--- config.mk ---
export PLATFORM = sky130hd
export DESIGN_NAME = ccu_line_lock
export DESIGN_NICKNAME = d
export VERILOG_FILES = /design/src/rtl/ccu_line_lock_pkg.sv /design/src/rtl/ccu_line_lock_entry.sv /design/src/rtl/ccu_line_lock.sv
export SDC_FILE = /design/constraint.sdc
export NUM_CORES = 1
export LEC_CHECK = 0
export ABC_AREA = 1
export BUFFER_PORTS_ARGS = -buffer_cell sky130_fd_sc_hd__buf_2
export CELL_PAD_IN_SITES_DETAIL_PLACEMENT = 1
export CELL_PAD_IN_SITES_GLOBAL_PLACEMENT = 2
export CORE_MARGIN = 1.5
export CORE_UTILIZATION = 25
export CTS_BUF_LIST = sky130_fd_sc_hd__clkbuf_4 sky130_fd_sc_hd__clkbuf_8 sky130_fd_sc_hd__clkbuf_16
export CTS_CLUSTER_DIAMETER = 30
export DETAILED_ROUTE_END_ITERATION = 7
export PLACE_DENSITY_LB_ADDON = 0.15
export SYNTH_ARGS = -nofsm -noshare
export SYNTH_HDL_FRONTEND = slang
export SYNTH_HIERARCHICAL = 1
export SYNTH_SLANG_ARGS = --single-unit
--- constraint.sdc ---
create_clock -name clk_i -period 2 [get_ports clk_i]
set_input_delay 0.1 -clock clk_i [delete_from_list [all_inputs] [get_ports clk_i]]
set_output_delay 0.1 -clock clk_i [all_outputs]
set_load 0.02 [all_outputs]
--- src/rtl/ccu_line_lock_pkg.sv ---
// Shared types and helpers for the cache-line lock scheduler.
// Addresses up to MaxAddrWidth bits are supported.
package ccu_line_lock_pkg;

  localparam int unsigned MaxAddrWidth = 128;

  typedef logic [MaxAddrWidth-1:0] line_t;

  typedef enum logic {
    IDLE   = 1'b0,
    LOCKED = 1'b1
  } ccu_lock_state_e;

  // Cache-line number of an address: the byte offset within the line is dropped.
  function automatic line_t line_addr(input line_t addr, input int unsigned offset);
    return addr >> offset;
  endfunction

endpackage

--- src/rtl/ccu_line_lock_entry.sv ---
// One line-lock slot: holds the lock state and locked line, and compares it against every requester.
//   state  | meaning
//   IDLE   | no line held, port may be admitted
//   LOCKED | line held until the owning FSM pulses done_i
module ccu_line_lock_entry
  import ccu_line_lock_pkg::*;
#(
  parameter int unsigned NoPorts = 2
) (
  input  logic                                   clk_i,
  input  logic                                   rst_ni,
  input  logic                                   capture_i,
  input  logic                                   done_i,
  input  logic [MaxAddrWidth-1:0]                capture_line_i,
  input  logic [NoPorts-1:0][MaxAddrWidth-1:0]   cmp_line_i,
  output logic                                   locked_o,
  output logic [NoPorts-1:0]                     hit_o
);

  ccu_lock_state_e r_state;
  ccu_lock_state_e w_state_next;
  line_t           r_line;

  always_ff @(posedge clk_i or negedge rst_ni) begin
    if (!rst_ni) begin
      r_state <= IDLE;
    end else begin
      r_state <= w_state_next;
    end
  end

  always_comb begin
    w_state_next = r_state;
    case (r_state)
      IDLE:    if (capture_i) w_state_next = LOCKED;
      LOCKED:  if (done_i)    w_state_next = IDLE;
      default: w_state_next = IDLE;
    endcase
  end

  always_ff @(posedge clk_i or negedge rst_ni) begin
    if (!rst_ni) begin
      r_line <= '0;
    end else if (capture_i && (r_state == IDLE)) begin
      r_line <= capture_line_i;
    end
  end

  assign locked_o = (r_state == LOCKED);

  always_comb begin
    hit_o = '0;
    for (int k = 0; k < NoPorts; k++) begin
      hit_o[k] = locked_o && (r_line == cmp_line_i[k]);
    end
  end

`ifndef SYNTHESIS
  // A release from a port that holds no lock points at a broken upstream FSM.
  a_done_in_idle: assert property (@(posedge clk_i) disable iff (!rst_ni)
    done_i |-> (r_state == LOCKED));
`endif

endmodule

--- src/rtl/ccu_line_lock.sv ---
// Cache-line lock scheduler: admits one request per cycle, round-robin, only to lines no port holds.
// Optional conflict-stall counters on stall_cnt_o when CCU_LINE_LOCK_PERF_EN is defined.
module ccu_line_lock
  import ccu_line_lock_pkg::*;
#(
  parameter int unsigned NoPorts         = 2,
  parameter int unsigned AddrWidth       = 64,
  parameter int unsigned DcacheLineWidth = 128,
  parameter type         addr_t          = logic [AddrWidth-1:0]
) (
  input  logic                      clk_i,
  input  logic                      rst_ni,
  input  logic [NoPorts-1:0]        req_valid_i,
  input  addr_t [NoPorts-1:0]       req_addr_i,
  output logic [NoPorts-1:0]        req_ready_o,
  input  logic [NoPorts-1:0]        done_i,
  output logic [NoPorts-1:0]        busy_o
`ifdef CCU_LINE_LOCK_PERF_EN
  ,
  output logic [NoPorts-1:0][31:0]  stall_cnt_o
`endif
);

  localparam int unsigned LineOffset = $clog2(DcacheLineWidth / 8);
  localparam int unsigned PtrWidth   = (NoPorts > 1) ? $clog2(NoPorts) : 1;

  logic [NoPorts-1:0][MaxAddrWidth-1:0] w_line;
  logic [NoPorts-1:0]                   w_hit [NoPorts];
  logic [NoPorts-1:0]                   w_locked;
  logic [NoPorts-1:0]                   w_conflict;
  logic [NoPorts-1:0]                   w_elig;
  logic [NoPorts-1:0]                   w_grant;
  logic                                 w_found;
  logic [PtrWidth-1:0]                  w_winner;
  logic [PtrWidth-1:0]                  w_rr_next;
  logic [PtrWidth-1:0]                  r_rr;

  always_comb begin
    w_line = '0;
    for (int i = 0; i < NoPorts; i++) begin
      w_line[i] = line_addr(line_t'(req_addr_i[i]), LineOffset);
    end
  end

  for (genvar g = 0; g < NoPorts; g++) begin : g_entry
    ccu_line_lock_entry #(
      .NoPorts(NoPorts)
    ) u_entry (
      .clk_i          (clk_i),
      .rst_ni         (rst_ni),
      .capture_i      (w_grant[g]),
      .done_i         (done_i[g]),
      .capture_line_i (w_line[g]),
      .cmp_line_i     (w_line),
      .locked_o       (w_locked[g]),
      .hit_o          (w_hit[g])
    );
  end

  // Any locked entry (including the requester's own) holding the requested line blocks it.
  always_comb begin
    w_conflict = '0;
    for (int i = 0; i < NoPorts; i++) begin
      for (int j = 0; j < NoPorts; j++) begin
        w_conflict[i] = w_conflict[i] | w_hit[j][i];
      end
    end
  end

  assign w_elig = req_valid_i & ~w_locked & ~w_conflict;

  always_comb begin
    w_grant  = '0;
    w_winner = '0;
    w_found  = 1'b0;
    for (int k = 0; k < NoPorts; k++) begin
      int idx;
      idx = int'(r_rr) + k;
      if (idx >= int'(NoPorts)) idx = idx - int'(NoPorts);
      if (!w_found && w_elig[idx]) begin
        w_grant[idx] = 1'b1;
        w_winner     = PtrWidth'(idx);
        w_found      = 1'b1;
      end
    end
  end

  always_comb begin
    w_rr_next = r_rr;
    if (w_found) begin
      w_rr_next = (w_winner == PtrWidth'(NoPorts - 1)) ? '0 : w_winner + PtrWidth'(1);
    end
  end

  always_ff @(posedge clk_i or negedge rst_ni) begin
    if (!rst_ni) begin
      r_rr <= '0;
    end else begin
      r_rr <= w_rr_next;
    end
  end

  // Ready is forced low while reset is asserted, even though the grant logic is combinational.
  assign req_ready_o = w_grant & {NoPorts{rst_ni}};
  assign busy_o      = w_locked;

`ifdef CCU_LINE_LOCK_PERF_EN
  logic [NoPorts-1:0][31:0] r_stall_cnt;

  always_ff @(posedge clk_i or negedge rst_ni) begin
    if (!rst_ni) begin
      r_stall_cnt <= '0;
    end else begin
      for (int i = 0; i < NoPorts; i++) begin
        if (req_valid_i[i] && !w_locked[i] && w_conflict[i] && (r_stall_cnt[i] != 32'hFFFF_FFFF)) begin
          r_stall_cnt[i] <= r_stall_cnt[i] + 32'd1;
        end
      end
    end
  end

  assign stall_cnt_o = r_stall_cnt;
`endif

endmodule

==> flow_summary_export.csv <==
group,metric,value,unit
status,status,"finished with violations",
status,violations,"negative setup slack",
cts,cts.sinks,259,
layout,final_core_utilization,47.0,%
synth,synth_warnings,6,
pwr,power.leakage,16.9,nW
place,placed_area,24400,um^2
synth,syn_area_per_cell,6.41,um^2
synth,synth-xor-area-share,5.94,%
synth,synthAdderAreaFrac,0,%
layout,multi_input_area,13300,um^2
route,via_per_inst,4.32,
synth,post_synth_instance_area,17700,um^2
global_routing,grt_util_all_layers,27.6,%
job,cap_violations,0,
global_routing,grt_pass1_vias,23200,
layout,seq_area,6490,um^2
timing,fin_setup_tns,-211.85,ns
route,post_drt_wl_per_cell,20.1,um
route,drt_iter0_drc,1331,
floorplanning,die_w,269,um
place,hpwl,73400,um
cts,clock_path_buffers,3,
timing,layout_min_cycle_time,2.95,ns
floorplanning,top_level_ports,138,
synth,synth_seq_area_share,36.6,%
timing,fmax,0.339,GHz
pwr,swShare,39.5,%
route,firstDrtPassIters,5,
worst_setup_path,worstSetupPathType,"flop to output pin",
layout,fillers,8868,
pwr,peakVddDrop,0.685,mV
synth,synth_cell_types,22,
synth,synthSimpleGateAreaFrac,30.5,%
timing,hold_violations,0,
layout,area_delta_synth_final,86.0,%
timing,relSlewSlack,62.0,%
timing,setup_slack,-0.952,ns
floorplanning,dieArea,72400,um^2
worst_setup_path,crit_chain,"nand2_1 -> inv_1 -> nor2_1 -> nor2_1 -> nand2_1 -> nor2_1 -> nand2_1 -> nor2_2 -> nand3_4 -> nor2_4 -> inv_1 -> nand2_2 -> nor2_2 -> nand2_2 -> buf_6 -> nor2_4 -> buf_6",
synth,synthCells,2761,
timing,slew_violations,0,
synth,ys_ff_latch,259,
floorplanning,row_count,97,
pwr,clkPwrFrac,30.1,%
global_routing,grt_max_degree,75,
route,route.detailed.drc,0,
route,wl,103000,um
worst_setup_path,max_stage_delay,0.44,ns
pwr,p_int,30.7,mW
timing,rsz0062_at_grt,"yes",
synth,synth_compound_area_share,11.9,%
pwr,power_switching,20.0,mW
synth,synth_top_family_by_area,"simple AND/OR/NAND/NOR gates",
worst_setup_path,critPathLaunchType,"flop",
layout,stdcell_area,32900,um^2
cts,numCtsBuffers,101,
worst_setup_path,path_max_fanout,4,
layout,drive_gt1_share,31.1,%
floorplanning,initial_core_util,25.3,%
global_routing,grt_overflow,0,
timing,worst-slew-pin-transition,0.568,ns
place,port_buffers,129,
synth,synth.largest_area_cell,"dfrtp_1",
worst_hold_path,hold_class,"input port to flop",
pwr,pwr-share-comb,50.4,%
worst_setup_path,required,1.90,ns
route,ant_nets,0,
worst_setup_path,critPathTopFamily,"simple AND/OR/NAND/NOR gates",
floorplanning,die_h,269,um
worst_setup_path,end_kind,"output pin",
synth,synth_area_leaders,"dfrtp_1 37%, nand2_1 18%, nor2_1 11%, inv_1 8.9%, a21oi_1 5.8%",
cts,clock_latency,0.64,ns
layout,nets,4237,
global_routing,grt_pass1_wl,148000,um
timing,fin_crit_sh,148,%
cts,root_buffer,"clkbuf_16",
floorplanning,coreArea,70000,um^2
timing,setup_viol,261,
worst_setup_path,worst-path-buf-inv,4,
cts,cts_tree,"built",
timing,fin_skew,0.0244,ns
synth,synth_top_area_share,36.6,%
synth,synth_mux_area_share,3.56,%
cts,htreeDepth,3,
place,gp_congestion,0.907,
global_routing,antenna_found_initial,4,
cts,clkTransAtPathRegs,0.04,ns
route,vias,22200,
pwr,power_density,1540,nW/um^2
worst_setup_path,crit_arrival,2.85,ns
pwr,seqPwrFrac,19.6,%
worst_setup_path,cp_slowest_cell,"nor2_1",
layout make-up:
type | instances | area share [%]
flip-flops and latches | 259 | 19.7
diodes | 1 | 0.00760
clock inverters | 18 | 0.285
well taps | 940 | 3.57
inverters | 438 | 5.05
repair buffers | 714 | 21.0
clock buffers | 166 | 10.1
multi-input cells | 2589 | 40.3
timing repair:
item | 4_1_cts | 5_1_grt
gates resized for setup | 271 | 464
hold endpoints to repair | 263 | 0
setup buffers | 30 | 39
endpoints found under the setup margin | 261 | 261
pin swaps | 75 | 105
gates cloned | 27 | 17
hold buffers | 124 | 0
Yosys cell counts (all sizes together):
cell type	n
xor2	24
nand2	868
o22ai	18
buf	50
o21ai	193
a21oi	206
nor3b	2
xnor2	96
conb	1
nand4	6
nor2	516
nand3	24
mux2	56
inv	438
nor3	4
dfrtp	259
tightest hold or removal path: stages:
cell and delay, ns:
buf_2 0.16, buf_4 0.18, nor2_4 0.11, a21oi_2 0.04
path summary, 6_finish.rpt:
check                           slack [ns]  cells after the start                                         to                                       from
worst max-delay path                 -0.95                     17                             req_ready_o[1]   g_entry[0].u_entry/r_line[6]$_DFFE_PN0P_
worst min-delay path                  0.01                      4   g_entry[0].u_entry/r_line[0]$_DFFE_PN0P_                              req_addr_i[4]
worst max register to register       -0.93                     21  g_entry[0].u_entry/r_line[81]$_DFFE_PN0P_  g_entry[0].u_entry/r_line[17]$_DFFE_PN0P_
worst min register to register        0.56                      2  g_entry[1].u_entry/r_line[32]$_DFFE_PN0P_  g_entry[1].u_entry/r_line[32]$_DFFE_PN0P_
max in group asynchronous             0.99                      4  g_entry[0].u_entry/r_line[85]$_DFFE_PN0P_                                     rst_ni
min in group asynchronous             0.14                      3  g_entry[0].u_entry/r_line[32]$_DFFE_PN0P_                                     rst_ni
layout by cell type, fill, tap and decap left out, types with 8 or more instances in the layout:
cell / Yosys / final
clkbuf_16: 0 / 118
mux2_2: 56 / 38
o21ai_0: 181 / 160
dfrtp_1: 259 / 253
inv_2: 20 / 59
nand2_1: 866 / 808
buf_4: 4 / 325
nor2_1: 514 / 313
xnor2_1: 96 / 93
dlygate4sd3_1: 0 / 124
buf_6: 20 / 40
inv_1: 418 / 377
clkinv_2: 0 / 17
o22ai_1: 18 / 17
buf_8: 0 / 17
nand2_2: 2 / 52
xor2_1: 24 / 22
mux2_4: 0 / 18
conb_1: 1 / 574
nor2_4: 0 / 105
o21ai_2: 0 / 8
buf_12: 0 / 44
nor2_2: 2 / 98
clkbuf_8: 0 / 42
buf_16: 0 / 22
a21oi_1: 206 / 92
buf_2: 26 / 126
nand3_1: 24 / 16
clkbuf_4: 0 / 21
a21oi_2: 0 / 113
o21ai_1: 12 / 24
sequential cells by signal, summed over array words and instances (netlist names), named ones only:
name / count
g_entry.u_entry/r_line: 256
g_entry.u_entry/locked_o: 2
metal layers:
metal	global-route usage, %	wire (um)
met3	4.73	4840
met4	8.92	3440
met2	45.9	48800
met1	36.2	46100
met5	0	13
metrics by stage:
| stage | setup slack [ns] | hold slack (ns) | instances | power, mW |
|---|---|---|---|---|
| after global routing | -1.08 | -0.000486 | 5124 | 53.6 |
| after global placement | -1.06 | 0.226 | 4715 | 27.8 |
| final | -0.952 | 0.0130 | 5125 | 50.8 |
| after detailed placement | -1.15 | 0.220 | 4715 | 28.4 |
| after floorplan | -0.00732 | -0.196 | 3334 | 18.9 |
| after CTS | -0.925 | 0.00306 | 5079 | 47.5 |
kinds of logic after synthesis:
logic type | Yosys count
buffers and inverters | 488
and+or+nand+nor | 1420
xor gates and xnor gates | 120
other | 1
AOI/OAI and AO/OA | 417
muxes | 56
DFF | 259
power groups by stage:
stage	logic [mW]	clock network, mW	registers [mW]
2_1_floorplan	9.60	0	9.35
3_5_place_dp	18.6	0	9.81
3_3_place_gp	18.1	0	9.63
4_1_cts	22.2	15.5	9.82
6_report	25.6	15.3	9.93
5_1_grt	27.6	15.8	10.2
Note: power is estimated with default switching activity, not from simulation.
